## src/rtl/seq_multiplier.sv

```systemverilog
// Sequential shift-add multiplier, one iteration per cycle; done pulses WIDTH cycles after accept (WIDTH+1 with the NEG fix-up).
// Starts are taken only while ready; define SEQ_MULTIPLIER_SIGNED_EN for two's-complement support via signed_mode.
module seq_multiplier #(
   parameter int WIDTH = 32
) (
   input  logic                 clock,
   input  logic                 reset_n,
   input  logic                 start,
   input  logic                 signed_mode,
   input  logic [WIDTH-1:0]     multiplier,
   input  logic [WIDTH-1:0]     multiplicand,
   output logic                 ready,
   output logic                 busy,
   output logic                 done,
   output logic [2*WIDTH-1:0]   product
);

   localparam int CW = $clog2(WIDTH + 1);

`ifdef SEQ_MULTIPLIER_SIGNED_EN
   typedef enum logic [1:0] {IDLE = 2'd0, RUN = 2'd1, NEG = 2'd2, DONE = 2'd3} state_t;
`else
   typedef enum logic [1:0] {IDLE = 2'd0, RUN = 2'd1, DONE = 2'd3} state_t;
`endif

   state_t               state_q, state_d;
   logic [CW-1:0]        cnt_q, cnt_d;
   logic [2*WIDTH-1:0]   prod_q, prod_d;
   logic [WIDTH-1:0]     mcand_q, mcand_d;
   logic [WIDTH-1:0]     a_mag, b_mag;
   logic [WIDTH:0]       sum;

`ifdef SEQ_MULTIPLIER_SIGNED_EN
   logic                 neg_q, neg_d;
   logic                 a_neg, b_neg;

   // Multiply magnitudes; the most-negative operand negates to itself, which is its correct unsigned magnitude.
   assign a_neg = signed_mode & multiplier[WIDTH-1];
   assign b_neg = signed_mode & multiplicand[WIDTH-1];
   assign a_mag = a_neg ? -multiplier : multiplier;
   assign b_mag = b_neg ? -multiplicand : multiplicand;
`else
   logic                 unused_signed_mode;

   assign unused_signed_mode = signed_mode;
   assign a_mag = multiplier;
   assign b_mag = multiplicand;
`endif

   always_ff @(posedge clock or negedge reset_n) begin
      if (!reset_n) begin
         state_q <= IDLE;
         cnt_q   <= '0;
         prod_q  <= '0;
         mcand_q <= '0;
`ifdef SEQ_MULTIPLIER_SIGNED_EN
         neg_q   <= 1'b0;
`endif
      end else begin
         state_q <= state_d;
         cnt_q   <= cnt_d;
         prod_q  <= prod_d;
         mcand_q <= mcand_d;
`ifdef SEQ_MULTIPLIER_SIGNED_EN
         neg_q   <= neg_d;
`endif
      end
   end

   always_comb begin
      state_d = state_q;
      cnt_d   = cnt_q;
      prod_d  = prod_q;
      mcand_d = mcand_q;
      sum     = '0;
`ifdef SEQ_MULTIPLIER_SIGNED_EN
      neg_d   = neg_q;
`endif
      case (state_q)
         IDLE: begin
            if (start) begin
               prod_d  = {{WIDTH{1'b0}}, a_mag};
               mcand_d = b_mag;
               cnt_d   = '0;
`ifdef SEQ_MULTIPLIER_SIGNED_EN
               neg_d   = a_neg ^ b_neg;
`endif
               state_d = RUN;
            end
         end
         RUN: begin
            // Carry lands in the top bit after the right shift.
            sum    = {1'b0, prod_q[2*WIDTH-1:WIDTH]} + (prod_q[0] ? {1'b0, mcand_q} : '0);
            prod_d = {sum, prod_q[WIDTH-1:1]};
            cnt_d  = cnt_q + CW'(1);
            if (cnt_q == CW'(WIDTH - 1)) begin
`ifdef SEQ_MULTIPLIER_SIGNED_EN
               state_d = NEG;
`else
               state_d = DONE;
`endif
            end
         end
`ifdef SEQ_MULTIPLIER_SIGNED_EN
         NEG: begin
            if (neg_q) begin
               prod_d = -prod_q;
            end
            state_d = DONE;
         end
`endif
         DONE: begin
            state_d = IDLE;
         end
         default: begin
            state_d = IDLE;
         end
      endcase
   end

   assign ready   = (state_q == IDLE);
`ifdef SEQ_MULTIPLIER_SIGNED_EN
   assign busy    = (state_q == RUN) || (state_q == NEG);
`else
   assign busy    = (state_q == RUN);
`endif
   assign done    = (state_q == DONE);
   assign product = prod_q;

endmodule

```

## config.mk

```make
export PLATFORM = sky130hd
export DESIGN_NAME = seq_multiplier
export DESIGN_NICKNAME = d
export VERILOG_FILES = /design/src/rtl/seq_multiplier.sv
export SDC_FILE = /design/constraint.sdc
export NUM_CORES = 1
export LEC_CHECK = 0
export CORE_UTILIZATION = 40
export DETAILED_ROUTE_END_ITERATION = 16
export PLACE_DENSITY_LB_ADDON = 0.15
export SLEW_MARGIN = 30
export SYNTH_ARGS = -nofsm -noshare
export SYNTH_HDL_FRONTEND = slang
export SYNTH_SLANG_ARGS = --single-unit
```

## constraint.sdc

```tcl
create_clock -name clock -period 6.3 [get_ports clock]
set_input_delay 0.63 -clock clock [delete_from_list [all_inputs] [get_ports clock]]
set_output_delay 0.63 -clock clock [all_outputs]
set_load 0.005 [all_outputs]
```

==> report_table.html <==
<table>
<tr><th>Metric</th><th>Value</th></tr>
<tr><th colspan="2">Power and ir drop</th></tr>
<tr><td>Maximum VDD drop</td><td>0.000220 V</td></tr>
<tr><td>Pwr dens</td><td>520 nW/um^2</td></tr>
<tr><td>Pleak</td><td>~3.5 nW</td></tr>
<tr><th colspan="2">Synth</th></tr>
<tr><td>Most used flip-flop cell after synthesis</td><td>dfrtp_1</td></tr>
<tr><td>Sequential fraction of the synthesis area</td><td>between 40% and 50%</td></tr>
<tr><td>Synth area leaders</td><td>dfrtp_1, ha_1, mux2_2</td></tr>
<tr><td>Area leader, netlist</td><td>dfrtp_1</td></tr>
<tr><td>Syn avg cell area</td><td>around 9.4 um^2</td></tr>
<tr><td>Netlist Area Pre-Place</td><td>around 6400 um^2</td></tr>
<tr><td>Count of flip-flops with a built-in enable after synthesis</td><td>0</td></tr>
<tr><td>Portion of synthesized cell area occupied by the leading cell type</td><td>roughly two fifths</td></tr>
<tr><td>Synthesized net count</td><td>between 700 and 800</td></tr>
<tr><td>Syn. warnings</td><td>0</td></tr>
<tr><td>Number of flip-flops and latches in the synthesized netlist</td><td>~100</td></tr>
<tr><td>Share of synthesized registers carrying an async set or reset</td><td>between 90% and 100%</td></tr>
<tr><td>Gate count of the mapped netlist</td><td>roughly 690</td></tr>
<tr><td>Distinct cell type count after synthesis</td><td>64</td></tr>
<tr><th colspan="2">Critical path</th></tr>
<tr><td>Max Fanout on Critical Path</td><td>49</td></tr>
<tr><td>Critical Path Sink Type</td><td>output port</td></tr>
<tr><td>WP data required</td><td>~5.7 ns</td></tr>
<tr><td>Critical path launch point type</td><td>register</td></tr>
<tr><td>Crit Path Category</td><td>register to output port</td></tr>
<tr><td>Slowest-stage cell, CP</td><td>clkdlybuf4s50_1</td></tr>
<tr><td>Most frequent cell on the critical path</td><td>buf_4</td></tr>
<tr><td>Data arrival time of the worst path</td><td>~2.6 ns</td></tr>
<tr><td>Setup slack on the worst flop-to-flop path</td><td>about 3.2 ns</td></tr>
<tr><td>Crit-path cells</td><td>buf_4 -&gt; nand2b_1 -&gt; buf_4 -&gt; inv_1 -&gt; buf_4 -&gt; clkdlybuf4s50_1</td></tr>
<tr><td>CP max stage delay</td><td>about 0.61 ns</td></tr>
<tr><th colspan="2">Route</th></tr>
<tr><td>Total vias in the final route</td><td>roughly 5500</td></tr>
<tr><td>Detailed-routing iteration count for the pre-antenna-repair pass</td><td>5</td></tr>
<tr><td>Average wire per standard cell</td><td>between 15 and 20 um</td></tr>
<tr><td>Detailed-route wire length</td><td>roughly 16 mm</td></tr>
<tr><td>Number of vias per cell</td><td>~5.4</td></tr>
<tr><td>First-iteration detailed-routing DRC count</td><td>~300</td></tr>
<tr><td>DR DRC count</td><td>0</td></tr>
<tr><td>Antenna Violating Nets Remaining</td><td>0</td></tr>
<tr><th colspan="2">Global routing</th></tr>
<tr><td>Global-route wire length before repair</td><td>between 20 and 30 mm</td></tr>
<tr><td>Overall global routing resource usage</td><td>21.0%</td></tr>
<tr><td>Antenna violations before repair</td><td>0</td></tr>
<tr><td>Number of global-route vias before repair</td><td>5602</td></tr>
<tr><td>Largest net degree at the start of global routing</td><td>just under 70</td></tr>
<tr><td>Remaining global-route overflow</td><td>0</td></tr>
<tr><th colspan="2">STA</th></tr>
<tr><td>Upper clock frequency limit</td><td>between 300 and 400 MHz</td></tr>
<tr><td>Final worst path period share</td><td>approximately half</td></tr>
<tr><td>RSZ-0062 raised after global routing</td><td>false</td></tr>
<tr><td>Transition time at the pin with the least slew margin</td><td>between 0.6 and 0.7 ns</td></tr>
<tr><td>Max-slew violation count</td><td>0</td></tr>
<tr><td>Setup TNS</td><td>0 ns</td></tr>
<tr><td>Skew final</td><td>approximately 0.012 ns</td></tr>
<tr><td>Worst-case headroom to the max-slew limit</td><td>a little under three fifths</td></tr>
<tr><td>Worst hold slack across all endpoints</td><td>~0.25 ns</td></tr>
<tr><td>Final setup violation count</td><td>0</td></tr>
<tr><td>Endpoints failing hold</td><td>0</td></tr>
<tr><td>Min cycle time layout</td><td>3.27 ns</td></tr>
<tr><th colspan="2">Layout</th></tr>
<tr><td>Antenna diode instance count</td><td>0</td></tr>
<tr><td>Most common library cell in the layout ignoring fill and taps</td><td>clkdlybuf4s50_1</td></tr>
<tr><td>End-of-flow core utilization</td><td>between 50% and 60%</td></tr>
<tr><td>Footprint of the multi-input gates</td><td>between 3000 and 4000 um^2</td></tr>
<tr><td>Commonest cells after routing, fill and taps aside</td><td>clkdlybuf4s50_1, dfrtp_1, o21ai_0</td></tr>
<tr><td>Layout Cells excl Fill</td><td>1014</td></tr>
<tr><td>Layout net count</td><td>900</td></tr>
<tr><td>Share of post-route cells with drive strength above 1</td><td>about a tenth</td></tr>
<tr><td>Seq. cell area</td><td>between 2000 and 3000 um^2</td></tr>
<tr><td>Count of filler cells inserted in the layout</td><td>1441</td></tr>
<tr><td>Growth of design area from synthesis to finish</td><td>29.0%</td></tr>
<tr><th colspan="2">Floorplanning</th></tr>
<tr><td>Row count</td><td>between 40 and 50</td></tr>
<tr><td>Top-level I/O count</td><td>about 140</td></tr>
<tr><td>Width of the chip</td><td>129 um</td></tr>
<tr><td>Core area</td><td>between 15000 and 20000 um^2</td></tr>
<tr><td>Die outline height</td><td>about 130 um</td></tr>
<tr><td>Initial Util</td><td>around two fifths</td></tr>
<tr><td>Area of the die</td><td>16600 um^2</td></tr>
<tr><th colspan="2">Clock network</th></tr>
<tr><td>Number of buffers added for setup after CTS</td><td>0</td></tr>
<tr><td>Clock latency reported for the late side of the worst-skew pair</td><td>about 0.36 ns</td></tr>
<tr><td>Clock Path Buffers</td><td>2</td></tr>
<tr><td>Clock slew at reported path FFs</td><td>~0.07 ns</td></tr>
<tr><td>CTS Hold Bufs</td><td>0</td></tr>
<tr><td>TritonCTS clock tree</td><td>yes</td></tr>
<tr><td>Number of buffers inserted during clock tree synthesis</td><td>9</td></tr>
<tr><td>Number of H-tree branching levels</td><td>3</td></tr>
<tr><td>Count of cells resized by post-cts repair</td><td>0</td></tr>
<tr><td>Clk root buf</td><td>clkbuf_16</td></tr>
<tr><td>Total number of clock tree sinks</td><td>104</td></tr>
<tr><th colspan="2">Placement</th></tr>
<tr><td>Number of buffer cells added on primary ports</td><td>between 100 and 150</td></tr>
<tr><td>Final weighted congestion of routability-driven global placement</td><td>0.852</td></tr>
<tr><td>Instance count after placement with tap cells included</td><td>roughly 1000</td></tr>
<tr><td>HPWL after DPL</td><td>around 11 mm</td></tr>
<tr><th colspan="2">Min path</th></tr>
<tr><td>Hold Path Class</td><td>input port to async pin</td></tr>
<tr><th colspan="2">Run</th></tr>
<tr><td>Count of max-cap constraint violations</td><td>0</td></tr>
<tr><th colspan="2">Status</th></tr>
<tr><td>Outcome</td><td>finished clean</td></tr>
</table>
[cell type report]
class	instances	share of cell area [%]
multi-input combinational	525	43.6
inverter	15	0.679
clock buffer	12	3.21
timing repair buffer	143	17.2
sequential	104	31.4
tap	211	3.18
clock inverter	4	0.679
[final timing paths]
kind | start | end | depth (start not counted)
max | state_q[1] | busy | 6
max in group asynchronous | reset_n | product[57] | 2
min in group clock | cnt_q[5] | state_q[1] | 1
min | reset_n | mcand_q[15] | 1
max reg2reg | product[0] | product[61] | 12
min reg2reg | cnt_q[5] | state_q[1] | 1
[critical path: cells and delay by family (launching register included)]
kind,cells,cell delay (ns)
flip-flops,1,0.36
AND/OR/NAND/NOR,1,0.20
buffers and inverters,5,1.67
[cell families (layout without fill, tap and decap cells)]
| logic type | Yosys count | count (layout) | share of synthesized area [%] |
|---|---|---|---|
| AND/OR/NAND/NOR | 195 | 195 | 15.7 |
| flip-flops | 104 | 104 | 40.5 |
| multiplexers | 35 | 35 | 6.07 |
| XOR/XNOR | 21 | 21 | 2.86 |
| buffers and inverters | 56 | 174 | 3.45 |
| AO/OA/AOI/OAI | 240 | 240 | 24.7 |
| adder cells (fa/ha/maj) | 34 | 34 | 6.74 |
[power by group]
group	internal (W)	switching, W	leakage [nW]	total (W)
Combinational	0.00124	0.00119	2.09	0.00243
Clock	0.000345	0.000262	0.160	0.000608
Sequential	0.00102	0.000259	1.25	0.00127
Total	0.00260	0.00171	3.50	0.00432
[layer usage]
layer | up-vias | track usage (%) | part of all wire (%)
li1 | 2699 | - | -
met1 | 2652 | 27.0 | 45
met2 | 117 | 34.3 | 47
met3 | 18 | 5.78 | 5.8
met4 | 0 | 6.71 | 1.4
met5 | - | 0 | 0
[cell usage after synthesis, drive strengths merged (3+ instances only)]
| cell | number |
|---|---|
| a211oi | 4 |
| a21boi | 3 |
| a21o | 13 |
| a21oi | 64 |
| a22oi | 35 |
| a31oi | 6 |
| and2 | 36 |
| and3 | 5 |
| buf | 11 |
| clkbuf | 30 |
| dfrtp | 104 |
| ha | 33 |
| inv | 15 |
| mux2 | 32 |
| mux2i | 3 |
| nand2 | 58 |
| nand2b | 3 |
| nand3 | 18 |
| nand4 | 8 |
| nor2 | 19 |
| nor2b | 37 |
| nor3 | 4 |
| o211ai | 4 |
| o21a | 3 |
| o21ai | 75 |
| o21bai | 8 |
| o311ai | 3 |
| o31ai | 5 |
| or3 | 4 |
| xnor2 | 15 |
| xor2 | 6 |
[per-stage QoR]
stage	worst slack, ns	total power, W	instance area, um^2
2_1_floorplan	3.75	0.00285	6430
3_3_place_gp	2.80	0.00366	7940
3_5_place_dp	3.03	0.00372	7960
4_1_cts	2.99	0.00436	8290
5_1_grt	2.86	0.00472	8290
6_report	3.03	0.00432	8290
[sequential cells by signal (all words and copies together) (netlist names)]
register / cells
product: 64
mcand_q: 32
cnt_q: 6
state_q: 2
Power figures use the tool's default switching activity.
==> variant: new RTL, config.mk and constraints unchanged <==
Encoding of `state_t`: now one-hot (3 bits for 3 states).
--- a/src/rtl/seq_multiplier.sv
+++ b/src/rtl/seq_multiplier.sv
@@ -20,7 +20,7 @@
 `ifdef SEQ_MULTIPLIER_SIGNED_EN
    typedef enum logic [1:0] {IDLE = 2'd0, RUN = 2'd1, NEG = 2'd2, DONE = 2'd3} state_t;
 `else
-   typedef enum logic [1:0] {IDLE = 2'd0, RUN = 2'd1, DONE = 2'd3} state_t;
+   typedef enum logic [2:0] {IDLE = 3'b001, RUN = 3'b010, DONE = 3'b100} state_t;
 `endif
 
    state_t               state_q, state_d;
Function: no difference found for any inputs over 4 cycles, from zero or initial values and one cycle with reset_n low; so few cycles prove little.
==> variant against the unedited design <==
The run now ends with design-rule violations left; critical path depth is 5 higher; die area is 4.7% lower; non-clock buffer count is 5 lower; via count is 1.4% higher; register-to-register slack worse by 400 ps; synthesized cell count is 7.6% higher; total power is 19% lower; worst setup slack worse by 270 ps; final area is 4.4% lower; wire length is 3.3% lower; sequential power is 6% lower; sequential cell count is 1 higher; area after synthesis is 4.8% lower; final cell count is 2.0% higher; critical endpoint is now product[60]$_DFFE_PN0P_; largest cell class unchanged; largest power group unchanged.
==> variant: results <==
[run_status]
status = "complete, but fails checks"
violations = "design-rule violations"

[place]
place_inst = 1018
hpwlAfterDp_mm = 10.4

[floorplan]
num_tap_cells = 184

[cells_and_area]
finalNetCount = 947
seq_cell_count = 105
drive_above_1_share_pct = 3.53
num-multi-input-gates = 581
finalNonFillerCells = 1034
clk_share_pct = 4.37
inverters = 10

[pwr]
p_seq_mw = 1.20
vdd_drop_max_mv = 0.307

[sta]
fin_skew_ps = 9.21
relSlewSlack_pct = 38.0
timing.fmax_mhz = 282

[logic_synthesis]
synthAdderAreaFrac_pct = 7.08
synthMuxAreaShare_pct = 0.491

[drt]
drc = 5
viasPerCell = 5.38

[global_routing]
grt_pass1_wl_mm = 26.6
grtUsageTotal_pct = 20.7

[worst_setup_path]
rr_worst_depth = 11
crit_fanout = 34
variant: changes by cell type after synthesis, sizes merged, moves of 5 or more:
| cell | before | now |
|---|---|---|
| o21ai | 75 | 38 |
| nor2 | 19 | 55 |
| a31oi | 6 | 36 |
| nand2 | 58 | 193 |
| a22oi | 35 | 0 |
| a21o | 13 | 18 |
| o21a | 3 | 8 |
| mux2 | 32 | 0 |
| nand3 | 18 | 31 |
| inv | 15 | 10 |
| nor2b | 37 | 4 |
| a21oi | 64 | 37 |
| xor2 | 6 | 11 |
variant: critical path: stages (launching register included):
cell,delay (ps)
dfrtp_2,740
nand2_1,190
inv_1,100
ha_1,240
a211o_1,320
a211oi_1,420
o32ai_1,200
o31a_1,320
nand3b_1,260
a211oi_1,360
mux2i_1,220
nand2_1,60
variant: routing by layer:
metal,up-vias,wire (microns),track usage (%)
met5,-,0,0
met4,0,179,5.09
met3,14,1040,6.03
met2,151,7320,34.5
met1,2643,7070,26.4
li1,2753,-,-
